[src/rtl/aes_display_pkg.sv]
// Shared sizes, page index type and controller states for the AES display pager.
package aes_display_pkg;

   localparam int unsigned BLOCK_W    = 128;
   localparam int unsigned PAGE_W     = 16;
   localparam int unsigned NUM_PAGES  = 8;
   localparam int unsigned PAGE_IDX_W = $clog2(NUM_PAGES);

   typedef logic [PAGE_IDX_W-1:0] page_t;

   typedef enum logic [1:0] {
      IDLE    = 2'd0,
      REFRESH = 2'd1,
      SHOW    = 2'd2
   } state_e;

   // Page 0 is the most significant 16 bits; bit 0 of the block is its MSB.
   function automatic logic [0:PAGE_W-1] page_slice(input logic [0:BLOCK_W-1] blk,
                                                    input page_t idx);
      return blk[PAGE_W*int'(idx) +: PAGE_W];
   endfunction

endpackage

[src/rtl/aes_display_pager_dwell_timer.sv]
// Dwell counter: clear_i zeroes it, en_i advances it; expire_o is high while enabled at DWELL_CYCLES-1.
// The count parks at its terminal value, so it never wraps.
module dwell_timer #(
   parameter int unsigned DWELL_CYCLES = 100_000_000
) (
   input  logic clk,
   input  logic clr,
   input  logic clear_i,
   input  logic en_i,
   output logic expire_o
);

   localparam int unsigned    CNT_W = $clog2(DWELL_CYCLES);
   localparam logic [CNT_W-1:0] LAST = CNT_W'(DWELL_CYCLES - 1);

   logic [CNT_W-1:0] cnt_q, cnt_d;

   assign expire_o = en_i && (cnt_q == LAST);

   always_comb begin
      cnt_d = cnt_q;
      if (clear_i) begin
         cnt_d = '0;
      end else if (en_i && !expire_o) begin
         cnt_d = cnt_q + 1'b1;
      end
   end

   always_ff @(posedge clk or posedge clr) begin
      if (clr) begin
         cnt_q <= '0;
      end else begin
         cnt_q <= cnt_d;
      end
   end

endmodule

[src/rtl/aes_display_pager.sv]
// Pages a 128-bit AES block onto a 16-bit display: accept -> strobe next cycle; ready low only in the strobe cycle.
// Auto-advance via dwell_timer exists only when AES_DISPLAY_PAGER_AUTO_EN is defined.
module aes_display_pager
   import aes_display_pkg::*;
#(
   parameter int unsigned DWELL_CYCLES = 100_000_000
) (
   input  logic               clk,
   input  logic               clr,
   input  logic               i_load_valid,
   output logic               o_load_ready,
   input  logic [0:BLOCK_W-1] i_load_data,
   input  logic               i_step_next,
   input  logic               i_step_prev,
   input  logic               i_hold,
   output logic [0:PAGE_W-1]  o_disp_data,
   output logic               o_disp_refresh,
   output logic [2:0]         o_page,
   output logic               o_busy
);

   state_e             state_q, state_d;
   logic [0:BLOCK_W-1] block_q, block_d;
   page_t              page_q, page_d;
   logic [0:PAGE_W-1]  disp_q, disp_d;
   logic               refresh_q;
   logic               accept;
   logic               step_one;
   logic               dwell_expire;

   assign o_load_ready   = (state_q != REFRESH);
   assign o_busy         = (state_q != IDLE);
   assign o_disp_data    = disp_q;
   assign o_disp_refresh = refresh_q;
   assign o_page         = page_q;

   assign accept   = i_load_valid && o_load_ready;
   // Opposing pulses in the same cycle cancel out.
   assign step_one = i_step_next ^ i_step_prev;

`ifdef AES_DISPLAY_PAGER_AUTO_EN
   dwell_timer #(
      .DWELL_CYCLES(DWELL_CYCLES)
   ) u_dwell_timer (
      .clk     (clk),
      .clr     (clr),
      .clear_i (state_q != SHOW),
      .en_i    ((state_q == SHOW) && !i_hold),
      .expire_o(dwell_expire)
   );
`else
   logic unused_cfg;
   assign unused_cfg   = i_hold ^ DWELL_CYCLES[0];
   assign dwell_expire = 1'b0;
`endif

   always_comb begin
      state_d = state_q;
      block_d = block_q;
      page_d  = page_q;
      if (accept) begin
         block_d = i_load_data;
         page_d  = '0;
         state_d = REFRESH;
      end else begin
         case (state_q)
            IDLE:    state_d = IDLE;
            REFRESH: state_d = SHOW;
            SHOW: begin
               if (step_one) begin
                  page_d  = i_step_next ? page_q + page_t'(1) : page_q - page_t'(1);
                  state_d = REFRESH;
               end else if (dwell_expire) begin
                  page_d  = page_q + page_t'(1);
                  state_d = REFRESH;
               end
            end
            default: state_d = IDLE;
         endcase
      end
   end

   // Data is captured on the edge into REFRESH so it is valid alongside the strobe.
   always_comb begin
      disp_d = disp_q;
      if (state_d == REFRESH) begin
         disp_d = page_slice(block_d, page_d);
      end
   end

   always_ff @(posedge clk or posedge clr) begin
      if (clr) begin
         state_q   <= IDLE;
         block_q   <= '0;
         page_q    <= '0;
         disp_q    <= '0;
         refresh_q <= 1'b0;
      end else begin
         state_q   <= state_d;
         block_q   <= block_d;
         page_q    <= page_d;
         disp_q    <= disp_d;
         refresh_q <= (state_d == REFRESH);
      end
   end

endmodule

[config.mk]
export PLATFORM = sky130hd
export DESIGN_NAME = aes_display_pager
export DESIGN_NICKNAME = d
export VERILOG_FILES = /design/src/rtl/aes_display_pkg.sv /design/src/rtl/aes_display_pager_dwell_timer.sv /design/src/rtl/aes_display_pager.sv
export SDC_FILE = /design/constraint.sdc
export NUM_CORES = 1
export LEC_CHECK = 0
export ABC_CLOCK_PERIOD_IN_PS = 9040
export CELL_PAD_IN_SITES_DETAIL_PLACEMENT = 1
export CELL_PAD_IN_SITES_GLOBAL_PLACEMENT = 2
export CORE_MARGIN = 5
export CORE_UTILIZATION = 40
export DETAILED_ROUTE_END_ITERATION = 10
export DONT_BUFFER_PORTS = 1
export HOLD_SLACK_MARGIN = 0.05
export PLACE_DENSITY = 0.84
export SYNTH_ARGS = -nofsm -noshare
export SYNTH_HDL_FRONTEND = slang
export SYNTH_SLANG_ARGS = --single-unit
[constraint.sdc]
create_clock -name clk -period 9.04 [get_ports clk]
set_clock_uncertainty 0.15 [all_clocks]
set_input_delay 0.904 -clock clk [delete_from_list [all_inputs] [get_ports clk]]
set_output_delay 0.904 -clock clk [all_outputs]
set_load 0.05 [all_outputs]
==> flow_metrics.env <==
export IMPL_status="finished, final reports clean"
export IMPL_cts_buffers=17
export IMPL_cp_arrival_ns=4.20
export IMPL_setup_violations=0
export IMPL_fp_dieH_um=142
export IMPL_clk_latency_ns=0.43
export IMPL_endpoint_kind="register"
export IMPL_min_from="block_q[48]$_DFF_PP0_"
export IMPL_final_antenna_net_count=0
export IMPL_die_area_um2=20300
export IMPL_path_buf_inv=2
export IMPL_chipWidth_um=142
export IMPL_fmax_ghz=0.247
export IMPL_dp_hpwl_mm=14.1
export IMPL_antenna_found_initial=1
export IMPL_async_flop_share_pct=100
export IMPL_vdd_ir_drop_worst_mv=0.150
export IMPL_finalInstanceArea_um2=7730
export IMPL_placed_area_um2=7160
export IMPL_top_level_ports=156
export IMPL_rsz0062_at_grt="no"
export IMPL_syn_num_nets=939
export IMPL_ys_flop_type="dfrtp_1"
export IMPL_critPathLaunch="state_q[1]$_DFF_PP0_"
export IMPL_synth_most_common_cell="nand2_1"
export IMPL_routed_wl_mm=20.8
export IMPL_ys_ff_latch=150
export IMPL_syn_inst=801
export IMPL_clock_sinks=150
export IMPL_start_kind="register"
export IMPL_min_path_cells=2
export IMPL_critPathMaxStageDelay_ns=0.88
export IMPL_hold_path_endpoint="block_q[48]$_DFF_PP0_"
export IMPL_cp_slowest_cell="nand3_1"
export IMPL_yosys_warnings=0
export IMPL_grt_pass1_wl_mm=33.2
export IMPL_setup_tns_ns=0
export IMPL_nFillCells=2013
export IMPL_htree_levels=4
export IMPL_fp_coreArea_um2=17200
export IMPL_worstPathRequired_ns=9.19
export IMPL_root_buffer="clkbuf_16"
export IMPL_drc=0
export IMPL_area_delta_synth_final_pct=10.4
export IMPL_tritoncts="yes"
export IMPL_fp_row_count=48
export IMPL_grt_max_degree=93
export IMPL_reg2reg_to="o_disp_data[9]$_DFFE_PP0N_"
export IMPL_crit_chain="inv_1 -> ha_1 -> nand2b_4 -> buf_4 -> nand3_1 -> o221ai_1 -> o21ai_1"
export IMPL_post_cts_buffers=0
export IMPL_port_buffers=0
export IMPL_worstMarginPinSlew_ns=1.16
export IMPL_wl_per_cell_um=20.5
export IMPL_dp_cells=984
export IMPL_synth_common_cells="nand2_1, dfrtp_1, clkbuf_1, o211ai_1, o21ai_1"
export IMPL_vias=5416
export IMPL_hold_violations=0
export IMPL_cp_max_fo=92
export IMPL_initial_core_util_pct=40.6
export IMPL_nets=916
export IMPL_ctsResizeCount=0
export IMPL_overflow=0
export IMPL_yosysSeqAreaShare_pct=53.6
export IMPL_syn_avg_cell_area_um2=8.74
export IMPL_grt_util_all_layers_pct=21.3
export IMPL_syn_area_um2=7000
export IMPL_globalplace_congestion=0.773
export IMPL_grt_pass1_vias=5926
export IMPL_finalCriticalPeriod_ns=4.05
export IMPL_clk_path_buf_depth=2
export IMPL_path_clk_slew_ns=0.06
export IMPL_rr_startpoint="state_q[1]$_DFF_PP0_"
export IMPL_synth_edff_count=0
export IMPL_min_path_type="register to register"
export IMPL_setup_worst_path_class="register to register"
export IMPL_finalCritPeriodShare_pct=44.8
export IMPL_cap_violations=0
export IMPL_vias_per_cell=5.33
export IMPL_drtIter0Drc=315
export IMPL_totalPowerFinal_mw=2.59
export IMPL_yosysTopAreaCell="dfrtp_1"
export IMPL_ff2ff_path_depth=7
export IMPL_relSlewSlack_pct=22.6
export IMPL_p_leak_nw=3.87
export IMPL_cts_hold_buffers=0
export IMPL_drtPass1Iterations=4
export IMPL_rrSetupSlack_ns=4.99
export IMPL_synth_top_cell_area_share_pct=53.6
export IMPL_fin_cells=1017
export IMPL_final_layout_size_suffix_gt1_share_pct=8.72
export IMPL_path_delay_family="simple AND/OR/NAND/NOR gates"
export IMPL_synth_area_leaders="dfrtp_1, nand2_1, o211ai_1"
export IMPL_synth_distinct_cells=42
export IMPL_power_density_nw_per_um2=335
export IMPL_slew_violations=0
[final cells by class]
cell class / instances / area, um2 / area share [%]
clock inverters: 9 / 75.1 / 0.971
repair buffers: 9 / 67.6 / 0.874
multi-input cells: 591 / 3020 / 39.1
inverters: 9 / 38.8 / 0.502
diodes: 1 / 2.50 / 0.0324
well taps: 225 / 282 / 3.64
flip-flops and latches: 150 / 3750 / 48.6
clock buffers: 23 / 488 / 6.31
[how the worst max path moves through the flow]
stage	end	cells past startpoint
2_1_floorplan	block_q[0]$_DFF_PP0_	1
3_3_place_gp	o_disp_data[12]$_DFFE_PP0N_	7
3_5_place_dp	o_disp_data[12]$_DFFE_PP0N_	7
4_1_cts	o_disp_data[12]$_DFFE_PP0N_	7
5_1_grt	o_disp_data[6]$_DFFE_PP0N_	7
6_report	o_disp_data[9]$_DFFE_PP0N_	7
[power breakdown]
group	switching (mW)	internal, mW	leakage (nW)
sequential	0.271	0.908	1.85
clock	0.275	0.405	0.279
combinational	0.479	0.248	1.74
[logic make-up after synthesis]
group	Yosys count	share of synthesized area [%]
xor+xnor	3	0.483
fa+ha+maj	4	0.822
simple gates	447	26.2
mux	34	5.40
compound gates	103	9.83
flops	150	53.6
buf+inv	60	3.63
[per-layer routing]
metal	share of wire (%)	global-route usage, %
met3	4.9	4.40
met4	1.4	6.60
met1	44	28.7
met2	49	34.8
met5	0	0
[worst register-to-register path: stages, from the launching register on]
cell and delay (ns):
dfrtp_1 0.39, inv_1 0.11, ha_1 0.28, nand2b_4 0.45, buf_4 0.83, nand3_1 0.98
o221ai_1 0.64, o21ai_1 0.09
[sequential cells by signal, indices dropped and copies added (netlist names)]
| signal | cells |
|---|---|
| state_q | 2 |
| o_disp_data | 16 |
| o_page | 3 |
| block_q | 128 |
| o_disp_refresh | 1 |
[placed cells by master (no fill, tap or decap), drive strengths merged, types with 3 or more instances in the layout]
| cell type | n |
|---|---|
| clkbuf | 23 |
| clkinv | 6 |
| ha | 3 |
| and4b | 15 |
| buf | 9 |
| nor2 | 3 |
| mux2 | 30 |
| a21oi | 16 |
| o211ai | 31 |
| nand2 | 405 |
| nand3 | 17 |
| mux2i | 4 |
| o221ai | 16 |
| inv | 9 |
| dfrtp | 150 |
| o21ai | 32 |
[metrics by stage]
step                      hold WS [ns]  util [%]  setup WS (ns)
after floorplan                  0.286         -           3.95
after global placement           0.297      41.6           4.86
after detailed placement         0.309      41.6           4.85
after CTS                        0.323      44.8           4.94
after global routing             0.340      44.8           4.76
final                            0.318      44.8           4.99
(Power assumes the default switching activity.)
